===== config.mk =====
export PLATFORM = sky130hd
export DESIGN_NAME = hazard_scoreboard
export DESIGN_NICKNAME = d
export VERILOG_FILES = /design/src/rtl/hazard_scoreboard_pkg.sv /design/src/rtl/hazard_scoreboard_slot_match.sv /design/src/rtl/hazard_scoreboard.sv
export SDC_FILE = /design/constraint.sdc
export NUM_CORES = 1
export LEC_CHECK = 0
export BUFFER_PORTS_ARGS = -buffer_cell sky130_fd_sc_hd__buf_4
export CAP_MARGIN = 20
export CORE_ASPECT_RATIO = 1.4
export CORE_MARGIN = 1.5
export CORE_UTILIZATION = 38
export DETAILED_ROUTE_END_ITERATION = 8
export HOLD_SLACK_MARGIN = 0.08
export SETUP_SLACK_MARGIN = 0.1
export SLEW_MARGIN = 20
export SYNTH_ARGS = -nofsm -noshare
export SYNTH_HDL_FRONTEND = slang
export SYNTH_SLANG_ARGS = --single-unit

===== constraint.sdc =====
create_clock -name clk -period 2.8 [get_ports clk]
set_clock_uncertainty 0.05 [all_clocks]
set_input_delay 0.56 -clock clk [delete_from_list [all_inputs] [get_ports clk]]
set_output_delay 0.56 -clock clk [all_outputs]
set_load 0.005 [all_outputs]

===== src/rtl/hazard_scoreboard_pkg.sv =====
// rtl/hazard_scoreboard_pkg.sv - shared types and constants for the hazard scoreboard
//
// Purpose: divider FSM encoding, default register address width, shadow-slot
// field counts and the width of the per-register pending vector.
// Ports: none (package).

package hazard_scoreboard_pkg;

  // Default GPR address width (32 architectural registers).
  localparam int ADDR_W_DEF = 5;

  // One pending bit per architectural register.
  localparam int PENDING_W = 32;

  // Single-bit control fields carried by each shadow slot: valid, wr, load.
  localparam int SLOT_CTRL_W = 3;

  // Slot width for the default address width.
  localparam int SLOT_W_DEF = SLOT_CTRL_W + ADDR_W_DEF;

  // Divider occupancy FSM.
  typedef enum logic {
    RUN      = 1'b0,
    DIV_BUSY = 1'b1
  } div_state_t;

endpackage


===== src/rtl/hazard_scoreboard_slot_match.sv =====
// rtl/hazard_scoreboard_slot_match.sv - compare one shadow slot against one ID source operand
//
// Purpose: reports that an in-flight register write targets the register an
// ID-stage instruction needs. Writes to register 0 never match.
// Ports:
//   slot_valid  in  1       slot holds a real instruction
//   slot_wr     in  1       slot instruction writes a GPR
//   slot_addr   in  ADDR_W  slot destination register
//   src_addr    in  ADDR_W  ID-stage source register
//   src_used    in  1       ID instruction actually consumes src_addr
//   hit         out 1       slot will write the register the operand needs

module hazard_slot_match
  import hazard_scoreboard_pkg::*;
#(
  parameter int ADDR_W = ADDR_W_DEF
) (
  input  logic              slot_valid,
  input  logic              slot_wr,
  input  logic [ADDR_W-1:0] slot_addr,
  input  logic [ADDR_W-1:0] src_addr,
  input  logic              src_used,
  output logic              hit
);

  logic nonzero_dest;

  // $0 is hardwired; a write to it is never a dependency.
  assign nonzero_dest = (slot_addr != '0);

  assign hit = slot_valid & slot_wr & nonzero_dest & src_used & (slot_addr == src_addr);

endmodule


===== src/rtl/hazard_scoreboard.sv =====
// rtl/hazard_scoreboard.sv - in-flight write tracking and stall generation beside the ID stage
//
// Purpose: shadows the instructions in EX and MEM, tracks divider occupancy and
// raises a stall when forwarding cannot supply an ID-stage operand (load-use,
// branch-on-load, HI/LO access while the divider is busy).
// Ports:
//   clk           in  1         pipeline clock, rising edge
//   rstn          in  1         asynchronous active-low reset
//   RegSource_ID  in  ADDR_W    rs of instruction in ID
//   RegTarget_ID  in  ADDR_W    rt of instruction in ID
//   UsesRs_ID     in  1         ID instruction reads rs in EX
//   UsesRt_ID     in  1         ID instruction reads rt in EX
//   BranchUse_ID  in  1         ID instruction compares/jumps on rs/rt in ID
//   ValidID       in  1         ID holds a real instruction
//   RegWrite_ID   in  1         ID instruction writes a GPR
//   WriteAddr_ID  in  ADDR_W    its destination
//   MemRead_ID    in  1         ID instruction is a load
//   DivStart_ID   in  1         ID instruction is div/divu
//   HiLoRead_ID   in  1         ID instruction is mfhi/mflo
//   Flush         in  1         kill all in-flight shadow state
//   StallPC       out 1         hold PC
//   StallIFID     out 1         hold IF/ID register
//   BubbleIDEX    out 1         load nop into ID/EX
//   DivBusy       out 1         divider occupied
//   Pending       out 32        bit r set while a write to r is in EX or MEM

module hazard_scoreboard
  import hazard_scoreboard_pkg::*;
#(
  parameter int ADDR_W      = ADDR_W_DEF,
  parameter int DIV_LATENCY = 8,
  parameter int CNT_W       = 4
) (
  input  logic                 clk,
  input  logic                 rstn,
  input  logic [ADDR_W-1:0]    RegSource_ID,
  input  logic [ADDR_W-1:0]    RegTarget_ID,
  input  logic                 UsesRs_ID,
  input  logic                 UsesRt_ID,
  input  logic                 BranchUse_ID,
  input  logic                 ValidID,
  input  logic                 RegWrite_ID,
  input  logic [ADDR_W-1:0]    WriteAddr_ID,
  input  logic                 MemRead_ID,
  input  logic                 DivStart_ID,
  input  logic                 HiLoRead_ID,
  input  logic                 Flush,
  output logic                 StallPC,
  output logic                 StallIFID,
  output logic                 BubbleIDEX,
  output logic                 DivBusy,
  output logic [PENDING_W-1:0] Pending
);

  typedef struct packed {
    logic              valid;
    logic              wr;
    logic [ADDR_W-1:0] addr;
    logic              load;
  } slot_t;

  localparam logic [CNT_W-1:0] DIV_LOAD = CNT_W'(DIV_LATENCY - 1);

  slot_t              ex_slot;
  slot_t              mem_slot;
  slot_t              id_slot;
  div_state_t         state;
  logic [CNT_W-1:0]   div_cnt;

  logic ex_rs_hit, ex_rt_hit;
  logic mem_rs_hit, mem_rt_hit;
  logic load_use, branch_on_load, div_hazard;
  logic stall;

  // EX operands are needed by ALU users and by branches resolved in ID.
  hazard_slot_match #(.ADDR_W(ADDR_W)) u_ex_rs (
    .slot_valid (ex_slot.valid),
    .slot_wr    (ex_slot.wr),
    .slot_addr  (ex_slot.addr),
    .src_addr   (RegSource_ID),
    .src_used   (UsesRs_ID | BranchUse_ID),
    .hit        (ex_rs_hit)
  );

  hazard_slot_match #(.ADDR_W(ADDR_W)) u_ex_rt (
    .slot_valid (ex_slot.valid),
    .slot_wr    (ex_slot.wr),
    .slot_addr  (ex_slot.addr),
    .src_addr   (RegTarget_ID),
    .src_used   (UsesRt_ID | BranchUse_ID),
    .hit        (ex_rt_hit)
  );

  // A load in MEM can still be forwarded into EX, but not into a branch
  // comparator that resolves in ID.
  hazard_slot_match #(.ADDR_W(ADDR_W)) u_mem_rs (
    .slot_valid (mem_slot.valid),
    .slot_wr    (mem_slot.wr),
    .slot_addr  (mem_slot.addr),
    .src_addr   (RegSource_ID),
    .src_used   (BranchUse_ID),
    .hit        (mem_rs_hit)
  );

  hazard_slot_match #(.ADDR_W(ADDR_W)) u_mem_rt (
    .slot_valid (mem_slot.valid),
    .slot_wr    (mem_slot.wr),
    .slot_addr  (mem_slot.addr),
    .src_addr   (RegTarget_ID),
    .src_used   (BranchUse_ID),
    .hit        (mem_rt_hit)
  );

  // Only load results cause stalls; ALU results are always forwardable.
  assign load_use       = ex_slot.load & (ex_rs_hit | ex_rt_hit);
  assign branch_on_load = mem_slot.load & (mem_rs_hit | mem_rt_hit);
  assign div_hazard     = (state == DIV_BUSY) & (HiLoRead_ID | DivStart_ID);

  assign stall = ValidID & (load_use | branch_on_load | div_hazard);

  assign StallPC    = stall;
  assign StallIFID  = stall;
  assign BubbleIDEX = stall;
  assign DivBusy    = (state == DIV_BUSY);

  // A stalled ID instruction enters EX as a bubble.
  always_comb begin
    id_slot       = '0;
    id_slot.valid = ValidID & ~stall;
    id_slot.wr    = RegWrite_ID;
    id_slot.addr  = WriteAddr_ID;
    id_slot.load  = MemRead_ID;
  end

  always_ff @(posedge clk or negedge rstn) begin
    if (!rstn) begin
      ex_slot  <= '0;
      mem_slot <= '0;
    end else if (Flush) begin
      ex_slot  <= '0;
      mem_slot <= '0;
    end else begin
      ex_slot  <= id_slot;
      mem_slot <= ex_slot;
    end
  end

  // Divider occupancy: counter runs DIV_LATENCY-1 down to 0, one busy cycle
  // per count, so HI/LO readers issue the cycle after the counter hits 0.
  always_ff @(posedge clk or negedge rstn) begin
    if (!rstn) begin
      state   <= RUN;
      div_cnt <= '0;
    end else if (Flush) begin
      state   <= RUN;
      div_cnt <= '0;
    end else begin
      case (state)
        RUN: begin
          if (DivStart_ID & ValidID & ~stall) begin
            state   <= DIV_BUSY;
            div_cnt <= DIV_LOAD;
          end
        end
        DIV_BUSY: begin
          if (div_cnt == '0) begin
            state <= RUN;
          end else begin
            div_cnt <= div_cnt - 1'b1;
          end
        end
        default: begin
          state   <= RUN;
          div_cnt <= '0;
        end
      endcase
    end
  end

  // Writes to $0 are discarded by the register file and never pend.
  always_comb begin
    Pending = '0;
    if (mem_slot.valid & mem_slot.wr & (mem_slot.addr != '0)) begin
      Pending[mem_slot.addr] = 1'b1;
    end
    if (ex_slot.valid & ex_slot.wr & (ex_slot.addr != '0)) begin
      Pending[ex_slot.addr] = 1'b1;
    end
  end

endmodule


==> impl_metrics.env, run 1 <==
export IMPL_worstSetupPathType="reg2out"
export IMPL_leakage_nw=0.924
export IMPL_design_area_mm2=0.00210
export IMPL_syn_nets=214
export IMPL_grt_ovfl_total=0
export IMPL_root_buffer="clkbuf_8"
export IMPL_antenna_found_initial=0
export IMPL_slew_violations=0
export IMPL_synth_top_area_share_pct=32.9
export IMPL_drive_above_1_share_pct=32.2
export IMPL_seqCellArea_um2=526
export IMPL_clock_power_share_pct=26.6
export IMPL_hold_slack_ns=0.122
export IMPL_path_cells="or2_1 > or4_4 > nand4_2 > o32ai_4 > o21a_1 > buf_4"
export IMPL_antenna_cells=0
export IMPL_ys_flop_type="dfrtp_1"
export IMPL_tns_ns=0
export IMPL_p_int_mw=0.509
export IMPL_fill_cells=387
export IMPL_ios=62
export IMPL_slowest_stage="or4_4"
export IMPL_place_ws_ns=0.400
export IMPL_syn_mean_instance_area_um2=8.53
export IMPL_avgViaCountPerCell=5.46
export IMPL_place_gp_congestion=0.851
export IMPL_ctsResizeCount=0
export IMPL_port_buffers=60
export IMPL_syn_inst=187
export IMPL_hold_class="in2async"
export IMPL_post_cts_setup_buffer_count=0
export IMPL_dr_pass1_iters=6
export IMPL_synth_edf_count=0
export IMPL_area_growth_pct=31.9
export IMPL_yosys_warnings=0
export IMPL_layout_setup_ws_ns=0.197
export IMPL_cp_arrival_ns=1.99
export IMPL_seq_power_share_pct=49.1
export IMPL_power_density_mw_per_mm2=334
export IMPL_worst_path_max_fanout=8
export IMPL_cts_buffers=3
export IMPL_peakVddDrop_mv=0.275
export IMPL_dpl_cell_area_mm2=0.00206
export IMPL_async_flop_share_pct=100
export IMPL_die_area_mm2=0.00460
export IMPL_grt_pass1_vias=1524
export IMPL_cap_viol_max_count=0
export IMPL_yosysUniqueCellTypes=37
export IMPL_combPwrFrac_pct=24.3
export IMPL_start_util_pct=40.0
export IMPL_cp_required_ns=2.19
export IMPL_ant_nets=0
export IMPL_die_x_um=57.8
export IMPL_clk_pin_slew_ns=0.07
export IMPL_fin_crit_sh_pct=93.0
export IMPL_dp_hpwl_mm=3.44
export IMPL_grtUsageTotal_pct=19.3
export IMPL_row_count=27
export IMPL_violations="DRC"
export IMPL_crit_path_max_incr_delay_ns=0.45
export IMPL_max_freq_mhz=384
export IMPL_die_y_um=79.7
export IMPL_cts_tree="done"
export IMPL_grt_start_max_net_pins=24
export IMPL_postCtsHoldBufs=0
export IMPL_multi_input_area_um2=980
export IMPL_p_sw_share_pct=27.6
export IMPL_drt_wl_total_mm=4.27
export IMPL_synth_seq_cells=21
export IMPL_fin_nets=270
export IMPL_coreArea_mm2=0.00399
export IMPL_clock_sinks=21
export IMPL_rsz0062_at_grt="no"
export IMPL_first_iter_violations=124
export IMPL_cts_buffer_depth=2
export IMPL_via_count=1555
export IMPL_critPathCaptureType="output port"
export IMPL_p_sw_mw=0.194
export IMPL_grt_pass1_wl_mm=7.03
export IMPL_layout_min_cycle_time_ns=2.60
export IMPL_yosysTopAreaCell="dfrtp_1"
export IMPL_r2r_cells=6
export IMPL_syn_cell_area_mm2=0.00160
export IMPL_hold_viol=0
export IMPL_wl_per_cell_um=15.0
export IMPL_startpoint_type="flop"
export IMPL_synth_area_leaders="dfrtp_1 (33%), o22ai_1 (13%), nor2b_1 (7.1%)"
export IMPL_htreeDepth=1
export IMPL_final_setup_viol_count=0
export IMPL_status="finished, violations left"
export IMPL_clk_latency_ns=0.25
export IMPL_remaining_drc_errors=12
export IMPL_seq_area_frac_synth_pct=32.9
==> logic make-up after synthesis <==
group,Yosys count,synth area share (%)
fa+ha+maj,1,0.784
simple gates,79,27.0
xor+xnor,21,11.5
other cells,1,0.235
flops,21,32.9
mux,2,1.41
compound gates,45,20.5
buf+inv,17,5.65
==> layout by cell type (no fill, tap or decap) <==
master    synthesis  final
ha_1              1      1
or2_1             2      2
clkbuf_8          0      3
nand2_1          24     24
or4_4             1      1
o22ai_1          32     32
a22oi_2           1      1
xnor2_1          11     11
nor2b_1          18     18
nor4b_2           1      1
o32ai_2           1      1
nor3b_1           1      1
or4bb_1           1      1
dfrtp_1          21     21
buf_4             3     65
a21oi_1           2      2
and3_1            2      2
a31o_1            1      1
xor2_1           10     10
nand3b_1          1      1
mux2_2            2      2
inv_1             3      3
nor2_1           11     11
o21ai_0           2      2
o32ai_1           2      2
nand2b_1          4      4
conb_1            1      1
nand3_1           5      5
clkinv_2          0      1
nor4_2            1      1
o21a_1            2      2
nand4_1           3      3
nor3_1            3      3
nand4_2           1      1
o32ai_4           1      1
o22a_1            1      1
==> power by group through the flow <==
stage,combinational (mW),sequential (mW),clock [mW]
after floorplan,0.117,0.342,0
after global placement,0.172,0.351,0
after detailed placement,0.172,0.351,0
after CTS,0.173,0.345,0.195
after global routing,0.192,0.348,0.211
final,0.171,0.345,0.187
==> through the flow <==
step / utilization [%] / total power, mW / cells
finish: 52.8 / 0.703 / 285
global route: 52.8 / 0.751 / 285
CTS: 52.8 / 0.712 / 285
detailed placement: 51.6 / 0.523 / 281
global placement: 51.6 / 0.523 / 281
floorplan: - / 0.459 / 187
==> final cells by class <==
class	count	share of cell area, %
well taps	43	2.56
flip-flops and latches	21	25.0
clock buffers	3	1.96
multi-input cells	149	46.6
inverters	3	0.535
clock inverters	1	0.238
repair buffers	65	23.2
==> final timing paths <==
check                                         end  slack, ns                    from
hold reg to reg            div_cnt[0]$_DFFE_PN0P_       0.48  div_cnt[0]$_DFFE_PN0P_
max in group asynchronous    ex_slot[7]$_DFF_PN0_       2.37                    rstn
setup / recovery                       BubbleIDEX       0.20    ex_slot[2]$_DFF_PN0_
hold / removal               ex_slot[3]$_DFF_PN0_       0.12                    rstn
min in group clk             ex_slot[1]$_DFF_PN0_       0.47         WriteAddr_ID[0]
setup reg to reg           div_cnt[0]$_DFFE_PN0P_       0.86    ex_slot[2]$_DFF_PN0_
==> critical path, delay by kind of cell, from the launching register on <==
kind,cells,cell delay (ns)
AO/OA/AOI/OAI,2,0.31
flip-flops,1,0.37
AND/OR/NAND/NOR,3,0.93
buffers and inverters,1,0.14
==> cell usage after synthesis (all sizes together) (2+ instances only) <==
cell / n
xnor2: 11
and3: 2
o21ai: 2
nand2b: 4
nand3: 5
or2: 2
clkbuf: 8
o22ai: 32
o21a: 2
xor2: 10
mux2: 2
o32ai: 4
a21oi: 2
dfrtp: 21
nand2: 24
inv: 3
nor2b: 18
buf: 6
nand4: 4
nor2: 11
nor3: 3
==> registers in the layout, summed over array words and instances, names as in the netlist <==
signal and count:
div_cnt 4, ex_slot 8, mem_slot 8, DivBusy 1
==> layer usage <==
metal	up-vias	share of wire, %	GRT usage (%)
met2	51	54	36.7
met3	7	4.5	1.62
met5	-	0	0
li1	776	-	-
met1	721	39	22.0
met4	0	1.8	6.51
Power figures use the tool's default switching activity.
==> inputs of run 2 (changes only) <==
- RECOVER_POWER: default -> 50
==> impl_metrics.env, run 2 (same netlist as run 1, synthesis figures left out) <==
export IMPL_antenna_found_initial=0
export IMPL_drt_wl_total_mm=4.28
export IMPL_dp_hpwl_mm=3.44
export IMPL_p_sw_mw=0.194
export IMPL_postCtsHoldBufs=0
export IMPL_cp_required_ns=2.19
export IMPL_post_cts_setup_buffer_count=0
export IMPL_status="finished, violations left"
export IMPL_totalPowerFinal_mw=0.701
export IMPL_hold_class="in2async"
export IMPL_tightest_slew_ns=1.08
export IMPL_final_setup_viol_count=0
export IMPL_path_cells="or2_1 > or4_4 > nand4_2 > o32ai_4 > o21a_1 > buf_4"
export IMPL_clk_latency_ns=0.25
export IMPL_layout_min_cycle_time_ns=2.60
export IMPL_final_common_cell="buf_4"
export IMPL_grt_pass1_wl_mm=7.03
export IMPL_via_count=1557
export IMPL_clk_pin_slew_ns=0.07
export IMPL_slew_violations=0
export IMPL_ant_nets=0
export IMPL_clock_sinks=21
export IMPL_crit_path_max_incr_delay_ns=0.45
export IMPL_max_freq_mhz=384
export IMPL_hold_viol=0
export IMPL_p_int_mw=0.507
export IMPL_area_growth_pct=31.2
export IMPL_htreeDepth=1
export IMPL_place_ws_ns=0.400
export IMPL_fin_crit_sh_pct=92.9
export IMPL_combPwrFrac_pct=24.2
export IMPL_design_area_mm2=0.00209
export IMPL_port_buffers=60
export IMPL_dr_pass1_iters=6
export IMPL_antenna_cells=0
export IMPL_grt_ovfl_total=0
export IMPL_peakVddDrop_mv=0.275
export IMPL_place_gp_congestion=0.851
export IMPL_layout_common_cells="buf_4 (61), o22ai_1 (32), nand2_1 (24)"
export IMPL_remaining_drc_errors=12
export IMPL_avgViaCountPerCell=5.46
export IMPL_die_area_mm2=0.00460
export IMPL_cts_buffers=3
export IMPL_cts_buffer_depth=2
export IMPL_critPathCaptureType="output port"
export IMPL_cp_arrival_ns=1.99
export IMPL_path_delay_family="simple AND/OR/NAND/NOR gates"
export IMPL_tns_ns=0
export IMPL_grtUsageTotal_pct=19.3
export IMPL_cts_tree="done"
export IMPL_reg_top3="ex_slot x8, mem_slot x8, div_cnt x4"
export IMPL_grt_pass1_vias=1524
export IMPL_startpoint_type="flop"
export IMPL_r2r_slack_ns=0.70
export IMPL_clock_power_share_pct=26.6
export IMPL_hold_slack_ns=0.430
export IMPL_die_x_um=57.8
export IMPL_dpl_cell_area_mm2=0.00206
export IMPL_crit_buf_inv=1
export IMPL_start_util_pct=40.0
export IMPL_root_buffer="clkbuf_8"
export IMPL_grt_start_max_net_pins=24
export IMPL_first_iter_violations=124
export IMPL_seq_power_share_pct=49.2
export IMPL_slowest_stage="or4_4"
export IMPL_relSlewSlack_pct=28.2
export IMPL_coreArea_mm2=0.00399
export IMPL_ctsResizeCount=0
export IMPL_worstSetupPathType="reg2out"
export IMPL_violations="DRC"
export IMPL_crit_cells=6
export IMPL_fin_nets=270
export IMPL_power_density_mw_per_mm2=335
export IMPL_drive_above_1_share_pct=31.0
export IMPL_wl_per_cell_um=15.0
export IMPL_die_y_um=79.7
export IMPL_r2r_cells=6
export IMPL_row_count=27
export IMPL_worst_path_max_fanout=8
export IMPL_leakage_nw=0.912
export IMPL_ios=62
export IMPL_rsz0062_at_grt="no"
export IMPL_layout_setup_ws_ns=0.198
export IMPL_cap_viol_max_count=0
export IMPL_p_sw_share_pct=27.7
## run 2: cell count changes in the layout (fill, tap and decap cells not counted), sizes merged
cell,previous run,this run
clkbuf,3,7
buf,65,61
## run 2: power by group through the flow
stage / registers [mW] / logic, mW / clock network (mW)
6_report: 0.345 / 0.170 / 0.187
5_1_grt: 0.348 / 0.191 / 0.211
4_1_cts: 0.345 / 0.173 / 0.195
3_5_place_dp: 0.351 / 0.172 / 0
3_3_place_gp: 0.351 / 0.172 / 0
2_1_floorplan: 0.342 / 0.117 / 0
## run 2: per-layer routing
layer	vias up	GRT usage [%]	share of wire [%]
met5	-	0	0
met4	0	6.51	1.8
met3	7	1.62	4.6
met2	51	36.7	54
met1	723	22.0	39
li1	776	-	-
## run 2: area by class of cell
| class | count | area (um^2) |
|---|---|---|
| well taps | 43 | 53.8 |
| inverters | 3 | 11.3 |
| multi-input cells | 149 | 980 |
| clock buffers | 3 | 41.3 |
| repair buffers | 65 | 477 |
| fillers | 389 | 1890 |
| clock inverters | 1 | 5.00 |
| flip-flops and latches | 21 | 526 |
## run 2: final timing paths
kind                                   startpoint                     end
max                          ex_slot[2]$_DFF_PN0_              BubbleIDEX
min                                          rstn    ex_slot[3]$_DFF_PN0_
max reg2reg                 mem_slot[3]$_DFF_PN0_       DivBusy$_DFF_PN0_
min reg2reg                div_cnt[0]$_DFFE_PN0P_  div_cnt[0]$_DFFE_PN0P_
max in group asynchronous                    rstn   mem_slot[7]$_DFF_PN0_
min in group clk                  WriteAddr_ID[0]    ex_slot[1]$_DFF_PN0_
## run 2: through the flow
step / instances / utilization (%)
2_1_floorplan: 187 / -
3_3_place_gp: 281 / 51.6
4_1_cts: 285 / 52.8
6_report: 285 / 52.5
3_5_place_dp: 281 / 51.6
5_1_grt: 285 / 52.5
